**config.mk**
```make
export PLATFORM = sky130hd
export DESIGN_NAME = velo_lcd_capture_flat
export DESIGN_NICKNAME = d
export VERILOG_FILES = /design/src/rtl/velo_lcd_capture_if.sv /design/src/rtl/velo_lcd_capture.sv /design/src/flat_wrapper.sv
export SDC_FILE = /design/constraint.sdc
export NUM_CORES = 1
export LEC_CHECK = 0
export ABC_AREA = 1
export CORE_MARGIN = 2
export CORE_UTILIZATION = 50
export CTS_CLUSTER_SIZE = 16
export DETAILED_ROUTE_END_ITERATION = 8
export GPL_ROUTABILITY_DRIVEN = 0
export PLACE_DENSITY = 0.74
export SLEW_MARGIN = 20
export SYNTH_ARGS = -nofsm -noshare
export SYNTH_HDL_FRONTEND = slang
export SYNTH_SLANG_ARGS = --single-unit
```
**constraint.sdc**
```tcl
create_clock -name PixelClk -period 2.4 [get_ports PixelClk]
set_input_delay 0.24 -clock PixelClk [delete_from_list [all_inputs] [get_ports PixelClk]]
set_output_delay 0.24 -clock PixelClk [all_outputs]
set_load 0.01 [all_outputs]
```
**src/rtl/velo_lcd_capture_if.sv**
```systemverilog
// Velo LCD pin bundle plus the framebuffer write port driven by the capture front end.
interface velo_lcd_capture_if;
    logic [3:0]  LCD_D;
    logic        LCD_CP;
    logic        LCD_LP;
    logic        LCD_FLM;
    logic        fb_we;
    logic [18:0] fb_write_addr;
    logic        fb_write_data;

    modport master (
        output LCD_D, LCD_CP, LCD_LP, LCD_FLM,
        input  fb_we, fb_write_addr, fb_write_data
    );

    modport slave (
        input  LCD_D, LCD_CP, LCD_LP, LCD_FLM,
        output fb_we, fb_write_addr, fb_write_data
    );
endinterface

```
**src/rtl/velo_lcd_capture.sv**
```systemverilog
// Samples the Velo 500 LCD bus, tracks x/y position and serialises each 4-pixel nibble
// into single-pixel framebuffer writes through a two-entry (active + pending) buffer.
module velo_lcd_capture #(
    parameter int FB_H_SIZE = 640,
    parameter int FB_V_SIZE = 240,
    parameter int INVERT    = 1
) (
    input  logic               PixelClk,
    input  logic               nRST,
    velo_lcd_capture_if.slave  bus,
    output logic               frame_done,
    output logic               locked,
    output logic [9:0]         frame_lines,
    output logic               overrun
);
    localparam logic [9:0]  H10 = 10'(FB_H_SIZE);
    localparam logic [9:0]  V10 = 10'(FB_V_SIZE);
    localparam logic [18:0] H19 = 19'(FB_H_SIZE);

    typedef enum logic {S_IDLE, S_SHIFT} state_t;
    typedef struct packed {
        logic        vld;
        logic [18:0] base;
        logic [3:0]  nib;
    } nib_t;

    logic [3:0]  d_s1_q, d_s2_q;
    logic [2:0]  ctl_s1_q, ctl_s2_q;   // {FLM, LP, CP}
    logic        cp_h_q, lp_h_q;
    logic [9:0]  x_q, x_d, y_q, y_d;
    logic [18:0] line_base_q, line_base_d;
    logic [9:0]  line_cnt_q, line_cnt_d, line_cnt_inc;
    logic [9:0]  frame_lines_q, frame_lines_d;
    logic        frame_done_q, frame_done_d;
    logic        locked_q, locked_d;
    logic        overrun_q, overrun_d;
    state_t      state_q, state_d;
    logic [1:0]  idx_q, idx_d;
    nib_t        act_q, act_d, pend_q, pend_d, in_nib, emit_rec;
    logic        pend_full_q, pend_full_d;
    logic        fb_we_q, fb_we_d, fb_data_q, fb_data_d;
    logic [18:0] fb_addr_q, fb_addr_d;
    logic        emit_en;
    logic [1:0]  emit_idx;
    logic        cp_fall, lp_rise, flm_s;

    assign cp_fall = cp_h_q & ~ctl_s2_q[0];
    assign lp_rise = ~lp_h_q & ctl_s2_q[1];
    assign flm_s   = ctl_s2_q[2];

    // The nibble always sees the pre-update position, even when LP rises in the same cycle.
    assign in_nib.vld  = (x_q < H10) && (y_q < V10);
    assign in_nib.base = line_base_q + {9'd0, x_q};
    assign in_nib.nib  = d_s2_q ^ {4{INVERT != 0}};

    always_comb begin
        x_d           = x_q;
        y_d           = y_q;
        line_base_d   = line_base_q;
        line_cnt_d    = line_cnt_q;
        frame_lines_d = frame_lines_q;
        frame_done_d  = 1'b0;
        locked_d      = locked_q;
        line_cnt_inc  = (line_cnt_q == 10'd1023) ? 10'd1023 : line_cnt_q + 10'd1;
        if (cp_fall) begin
            x_d = (x_q > 10'd1019) ? 10'd1023 : x_q + 10'd4;
        end
        if (lp_rise) begin
            x_d        = 10'd0;
            line_cnt_d = line_cnt_inc;
            if (flm_s) begin
                y_d           = 10'd0;
                line_base_d   = 19'd0;
                frame_done_d  = 1'b1;
                locked_d      = 1'b1;
                frame_lines_d = line_cnt_inc;
                line_cnt_d    = 10'd0;
            end else if (y_q < V10) begin
                y_d         = y_q + 10'd1;
                line_base_d = line_base_q + H19;
            end
        end
    end

    always_comb begin
        state_d     = state_q;
        idx_d       = idx_q;
        act_d       = act_q;
        pend_d      = pend_q;
        pend_full_d = pend_full_q;
        overrun_d   = overrun_q;
        emit_en     = 1'b0;
        emit_rec    = act_q;
        emit_idx    = idx_q;
        case (state_q)
            S_IDLE: begin
                // Idle capture emits pixel 0 straight away so the first strobe lands at E+1.
                if (cp_fall) begin
                    emit_en  = 1'b1;
                    emit_rec = in_nib;
                    emit_idx = 2'd0;
                    act_d    = in_nib;
                    state_d  = S_SHIFT;
                    idx_d    = 2'd1;
                end
            end
            S_SHIFT: begin
                emit_en = 1'b1;
                if (idx_q == 2'd3) begin
                    idx_d = 2'd0;
                    if (pend_full_q) begin
                        act_d       = pend_q;
                        pend_full_d = cp_fall;
                        if (cp_fall) pend_d = in_nib;
                    end else if (cp_fall) begin
                        act_d = in_nib;
                    end else begin
                        state_d = S_IDLE;
                    end
                end else begin
                    idx_d = idx_q + 2'd1;
                    if (cp_fall) begin
                        if (!pend_full_q) begin
                            pend_d      = in_nib;
                            pend_full_d = 1'b1;
                        end else begin
                            overrun_d = 1'b1;
                        end
                    end
                end
            end
            default: state_d = S_IDLE;
        endcase
    end

    // Address and data only move on a real write, so they hold across gaps and dropped pixels.
    always_comb begin
        fb_we_d   = 1'b0;
        fb_addr_d = fb_addr_q;
        fb_data_d = fb_data_q;
        if (emit_en && emit_rec.vld) begin
            fb_we_d   = 1'b1;
            fb_addr_d = emit_rec.base + {17'd0, emit_idx};
            fb_data_d = emit_rec.nib[2'd3 - emit_idx];
        end
    end

    always_ff @(posedge PixelClk or negedge nRST) begin
        if (!nRST) begin
            d_s1_q        <= '0;
            d_s2_q        <= '0;
            ctl_s1_q      <= '0;
            ctl_s2_q      <= '0;
            cp_h_q        <= 1'b0;
            lp_h_q        <= 1'b0;
            x_q           <= '0;
            y_q           <= V10;
            line_base_q   <= '0;
            line_cnt_q    <= '0;
            frame_lines_q <= '0;
            frame_done_q  <= 1'b0;
            locked_q      <= 1'b0;
            overrun_q     <= 1'b0;
            state_q       <= S_IDLE;
            idx_q         <= '0;
            act_q         <= '0;
            pend_q        <= '0;
            pend_full_q   <= 1'b0;
            fb_we_q       <= 1'b0;
            fb_addr_q     <= '0;
            fb_data_q     <= 1'b0;
        end else begin
            d_s1_q        <= bus.LCD_D;
            d_s2_q        <= d_s1_q;
            ctl_s1_q      <= {bus.LCD_FLM, bus.LCD_LP, bus.LCD_CP};
            ctl_s2_q      <= ctl_s1_q;
            cp_h_q        <= ctl_s2_q[0];
            lp_h_q        <= ctl_s2_q[1];
            x_q           <= x_d;
            y_q           <= y_d;
            line_base_q   <= line_base_d;
            line_cnt_q    <= line_cnt_d;
            frame_lines_q <= frame_lines_d;
            frame_done_q  <= frame_done_d;
            locked_q      <= locked_d;
            overrun_q     <= overrun_d;
            state_q       <= state_d;
            idx_q         <= idx_d;
            act_q         <= act_d;
            pend_q        <= pend_d;
            pend_full_q   <= pend_full_d;
            fb_we_q       <= fb_we_d;
            fb_addr_q     <= fb_addr_d;
            fb_data_q     <= fb_data_d;
        end
    end

    assign bus.fb_we         = fb_we_q;
    assign bus.fb_write_addr = fb_addr_q;
    assign bus.fb_write_data = fb_data_q;
    assign frame_done        = frame_done_q;
    assign locked            = locked_q;
    assign frame_lines       = frame_lines_q;
    assign overrun           = overrun_q;
endmodule
```
**src/flat_wrapper.sv**
```systemverilog
// flat-port wrapper written by rule: the top's interface ports become plain ports
module velo_lcd_capture_flat 
#(
    parameter int FB_H_SIZE = 640,
    parameter int FB_V_SIZE = 240,
    parameter int INVERT    = 1
)
  (PixelClk, nRST, frame_done, locked, frame_lines, overrun, bus_LCD_D, bus_LCD_CP, bus_LCD_LP, bus_LCD_FLM, bus_fb_we, bus_fb_write_addr, bus_fb_write_data);
  velo_lcd_capture_if bus_i ();
  input  logic PixelClk;
  input  logic nRST;
  output logic frame_done;
  output logic locked;
  output logic [9:0] frame_lines;
  output logic overrun;
  input wire logic [$bits(bus_i.LCD_D)-1:0] bus_LCD_D;
  input wire logic [$bits(bus_i.LCD_CP)-1:0] bus_LCD_CP;
  input wire logic [$bits(bus_i.LCD_LP)-1:0] bus_LCD_LP;
  input wire logic [$bits(bus_i.LCD_FLM)-1:0] bus_LCD_FLM;
  output wire logic [$bits(bus_i.fb_we)-1:0] bus_fb_we;
  output wire logic [$bits(bus_i.fb_write_addr)-1:0] bus_fb_write_addr;
  output wire logic [$bits(bus_i.fb_write_data)-1:0] bus_fb_write_data;
  assign bus_i.LCD_D = bus_LCD_D;
  assign bus_i.LCD_CP = bus_LCD_CP;
  assign bus_i.LCD_LP = bus_LCD_LP;
  assign bus_i.LCD_FLM = bus_LCD_FLM;
  assign bus_fb_we = bus_i.fb_we;
  assign bus_fb_write_addr = bus_i.fb_write_addr;
  assign bus_fb_write_data = bus_i.fb_write_data;
  velo_lcd_capture #(.FB_H_SIZE(FB_H_SIZE), .FB_V_SIZE(FB_V_SIZE), .INVERT(INVERT)) u_core (.PixelClk(PixelClk), .nRST(nRST), .bus(bus_i), .frame_done(frame_done), .locked(locked), .frame_lines(frame_lines), .overrun(overrun));
endmodule
```
After elaboration in Yosys (flattened, before gate mapping) --
Index checks and enable logic that the tools add are counted.
Word-level totals: register bits after elaboration 151, bits in latches 0, memory bits (writable) 0, bits in read-only memories 0, input bits 9, output and inout bits 34, memories kept 0
Operators by class: add/subtract/negate cells 8, $mul 0, divide/modulo/power cells 0, order comparisons 4, equality and inequality tests 7, shifts and indexed selects 0, mux-type cells 37, bitwise logic cells 7, reduce and logical (&&, ||, !) cells 10
Operators by type and width (count):
- 2-to-1 mux 24 bit | 9
- 2-to-1 mux 10 bit | 7
- case mux 24 bit (2 select lines) | 1
- 2-to-1 mux 19 bit | 2
- adder 10 x 1 -> 10 bit (second input constant) | 2
- adder 19 x 10 -> 19 bit | 1
- adder 19 x 10 -> 19 bit (second input constant) | 1
- adder 19 x 2 -> 19 bit | 1
- adder 10 x 3 -> 10 bit (second input constant) | 1
- equality test 10 bit (second input constant) | 1
- > comparator 10 bit (second input constant) | 1
- less-than comparator 10 bit (second input constant) | 1
- less-than comparator 10 x 8 -> 1 bit (second input constant) | 1
- 2-to-1 mux 1 bit | 10
- 2-to-1 mux 2 bit | 4
- inequality test 2 bit (second input constant) | 3
- AND reduction 2 bit | 3
- nonzero test 2 bit | 3
- AND reduction 5 bit | 1
- inequality test 2 x 1 -> 1 bit (second input constant) | 2
- NOT 1 bit | 4
- NOT 4 bit | 1
- case mux 1 bit (2 select lines) | 2
- case mux 2 bit (2 select lines) | 1
- 8 further kinds | 10

Depth between registers and ports, before layout --
depth after elaboration 7, depth in mapped cells 21

Least setup slack after synthesis --
Ideal clock, no wire load.
path type flip-flop to flip-flop, start reg u_core.ctl_s2_q[0], end reg u_core.fb_addr_q[15] (netlist: u_core.bus.fb_write_addr[15]), library setup time 117 ps, arrival 2367 ps, required time 2283 ps, slack -85 ps, stages on the path, launching flop included 20, period minus slack after synthesis 2485 ps, cells stage by stage dfrtp_1 > nor2_4 > nand2_4 > buf_12 > buf_12 > buf_6 > nand2_1 > inv_1 > ha_1 > a21oi_1 > inv_1 > nand2_1 > nor2_2 > nand2_2 > nor2_4 > nand2_2 > nor3_4 > nand3_1 > nand3_1 > nand2_1
On the way: word-level cells in the longest chain between the ends 5
Ends and longest elaborated chain:
- start: declaration | RTL line velo_lcd_capture.sv:28 | logic [2:0] ctl_s1_q, ctl_s2_q;
- start signal: assignment | RTL line velo_lcd_capture.sv:176 | ctl_s2_q <= ctl_s1_q;
- NOT 1 bit * | RTL line velo_lcd_capture.sv:47 | assign cp_fall = cp_h_q & ~ctl_s2_q[0];
- AND 1 bit * | RTL line velo_lcd_capture.sv:47
- 2-to-1 mux 24 bit, or another cell as far along
- 2-to-1 mux 24 bit, or another cell as far along | RTL line velo_lcd_capture.sv:95 | case (state_q)
- adder 19 x 2 -> 19 bit or logical AND 1 bit (tied branches) | RTL line velo_lcd_capture.sv:143, velo_lcd_capture.sv:141
- end signal: assignment | RTL line velo_lcd_capture.sv:193 | fb_addr_q <= fb_addr_d;
- end: declaration | RTL line velo_lcd_capture.sv:42 | logic [18:0] fb_addr_q, fb_addr_d;
Every way passes the cells marked *; elsewhere a longest branch is shown, timed or not. A chain may end at the register's enable or synchronous reset.

Worst setup path in the final report --
start reg u_core.ctl_s2_q[0], end reg u_core.fb_addr_q[16] (netlist: u_core.bus.fb_write_addr[16])
The elaborated chain is that of the path after synthesis.

==> metrics.md <==
| Metric | Value |
|---|---|
| Run status | `completed` |
| RSZ-0062 raised after global routing | `yes` |
| Average size of a mapped cell | `8.28 um^2` |
| Worst Path Required | `2.75 ns` |
| Syn nets | `879` |
| Clock-pin slew on the worst setup and hold paths | `0.06 ns` |
| Area grow syn2layout | `21.9%` |
| CTS Buffer Depth | `2` |
| Crit path time final | `2.31 ns` |
| Row count | `43` |
| Die width | `between 100 and 150 um` |
| #FFs+latches synth | `143` |
| Synth cell types | `46` |
| Commonest non-fill, non-tap cell in the layout | `nand2_1` |
| Final WS setup | `0.0932 ns` |
| CTS H-Tree Depth | `4` |
| Leakage | `4.07 nW` |
| IO Pins | `43` |
| # clock sinks | `143` |
| Layout Nets | `roughly 950` |
| Synth warn | `0` |
| Number of buffers created by CTS | `17` |
| CTS tree | `done` |
| Final non-filler cell total | `between 1000 and 1500` |
| Largest cells by area after synthesis | `dfrtp_1, nand2_1, o21ai_0, inv_1, nand3_1` |
| DP Worst Slack | `slightly above 0.06 ns` |
| Final setup violation count | `0` |
| CP Class | `reg2reg` |
| Port bufs | `42` |
| Hold depth | `1` |
| First-pass iteration count of the detailed router | `5` |
| Largest net degree at the start of global routing | `60` |
| Global-route usage over all layers | `23.3%` |
| Cells after Synth | `858` |
| Worst skew pair latency | `0.43 ns` |
| DRC errors left | `0` |
| Initial Util | `51.2%` |
| Critical path startpoint category | `flop` |
| Vias per inst | `5.34` |
| Max FO, Critical Path | `6` |
| DIE HEIGHT | `123 um` |
| Asr flop ratio synth | `100%` |
| Total global routing overflow | `0` |
| Clock Tree Root | `clkbuf_16` |
| Routed Antenna Nets | `0` |
| Post-synth EDFFs | `0` |
| P per Cell Area | `around 1100 nW/um^2` |
| CP Capture Type | `flop` |
| Initial antenna violation count | `0` |
| 1st-iter DRT viols | `445` |
| Peak VDD IR | `approximately 0.00074 V` |
| WL final | `~16 mm` |
| Clock skew | `~0.0079 ns` |
| Sequential-to-total area share from yosys stat | `approximately half` |
| Worst-margin pin slew | `0.649 ns` |
| Most frequent cells in the layout | `nand2_1, dfrtp_1, inv_1` |
| Max_slew headroom | `56.7%` |
| Routed WL per cell | `14.5 um` |
| Setup_tns | `0 ns` |
| Core Region | `about 14000 um^2` |
| Final Hold Fails | `0` |
| Area fraction of the dominant cell type after synthesis | `about half` |
| Fin crit share | `96.1%` |
| Worst min path class | `in2reg` |
| Arrival time at the worst endpoint | `about 2.7 ns` |
| Max_cap viols | `0` |
| Via count | `5968` |
| Synth area leader | `dfrtp_1` |
| HPWL after DPL | `11.1 mm` |
| First-pass GRT wire length | `27.2 mm` |
| Max Fclk | `433 MHz` |
| N_diodes | `0` |
| Layout cell share with drive strength beyond 1 | `13.7%` |
| Vias in the first global route | `5560` |
| Synth Flop Type | `dfrtp_1` |
| Mapped Area | `7110 um^2` |
| Worst-case reg-to-reg path depth | `14` |
| Die ar. | `15200 um^2` |
| Final Max Slew Viols | `0` |
| Post-Place Cells | `between 1000 and 1500` |
[power by group]
group	switching (mW)	total [mW]	internal, mW
logic	2.04	3.35	1.32
registers	0.368	3.38	3.01
clock network	1.08	2.94	1.86
total	3.48	9.67	6.18
[cells by family after synthesis]
kind of cell / synth area share [%]
xor gates and xnor gates: 1.73
AOI/OAI and AO/OA: 15.2
and+or+nand+nor: 22.8
buffers and inverters: 7.54
adders and majority gates: 2.22
DFF: 50.4
[cell type report]
type | count | area [um^2]
timing repair buffer | 71 | 683
clock inverter | 15 | 234
inverter | 106 | 403
fill | 1167 | 5220
tap | 180 | 225
sequential | 143 | 3590
clock buffer | 17 | 425
multi-input combinational | 585 | 3110
[synth_stat cells (all sizes together) (9+ instances only)]
master and instances:
dfrtp 139, nand4 9, nand2 219, o22ai 17, clkbuf 17, inv 103
nor2 66, o21ai 95, o31ai 9, a21oi 51, ha 11, xor2 9
nand3 52, nor3 19
[registers in the layout, indices dropped and copies added, names as in the netlist, 2 cells and up]
name and cells:
u_core.d_s2_q 4, u_core.d_s1_q 4, u_core.line_base_q 12, u_core.bus.fb_write_addr 19, u_core.ctl_s2_q 3, u_core.y_q 10, u_core.pend_q 24, u_core.ctl_s1_q 3
u_core.frame_lines 10, u_core.x_q 9, u_core.line_cnt_q 10, u_core.act_q 24, u_core.idx_q 2
[worst max-delay path, stage by stage, from the launching register on]
cell and delay, ns:
dfrtp_1 0.41, nor2_4 0.15, nand2_4 0.11, buf_4 0.15, nand2_1 0.04, inv_1 0.06, ha_2 0.19, fa_1 0.42
inv_2 0.12, nor2_1 0.08, nand3_1 0.13, nor2_2 0.07, nand3_1 0.08, nand2_1 0.05, a31oi_1 0.17
[per-stage QoR]
| step | power (mW) | area, um^2 | util, % | hold slack [ns] |
|---|---|---|---|---|
| 2_1_floorplan | 5.47 | 7120 | - | -0.0556 |
| 3_3_place_gp | 6.60 | 7860 | 56.6 | 0.251 |
| 3_5_place_dp | 6.68 | 7860 | 56.6 | 0.254 |
| 4_1_cts | 9.66 | 8520 | 61.4 | 0.232 |
| 5_1_grt | 10.3 | 8660 | 62.4 | 0.237 |
| 6_report | 9.67 | 8660 | 62.4 | 0.245 |
[final timing paths]
kind / slack (ns) / start / endpoint
max in group asynchronous: 1.38 / nRST / u_core.x_q[6]
max reg2reg: 0.09 / u_core.ctl_s2_q[0] / u_core.bus.fb_write_addr[16]
min: 0.24 / bus_LCD_D[1] / u_core.d_s1_q[1]
min reg2reg: 0.35 / u_core.d_s1_q[3] / u_core.d_s2_q[3]
max: 0.09 / u_core.ctl_s2_q[0] / u_core.bus.fb_write_addr[16]
min in group asynchronous: 0.36 / nRST / u_core.frame_lines[8]
[metal layers]
metal / share of wire [%] / GRT usage [%]
met5: 0 / 0
met4: 2.8 / 10.0
met3: 4.9 / 5.67
met2: 46 / 35.1
met1: 47 / 32.1
[repair_timing]
action / in CTS / in global routing
setup endpoints to repair: 0 / 8
hold endpoints to repair: 53 / 0
setup buffers: 0 / 2
gates resized for setup: 0 / 30
hold buffers: 1 / 0
(Power assumes the default switching activity.)
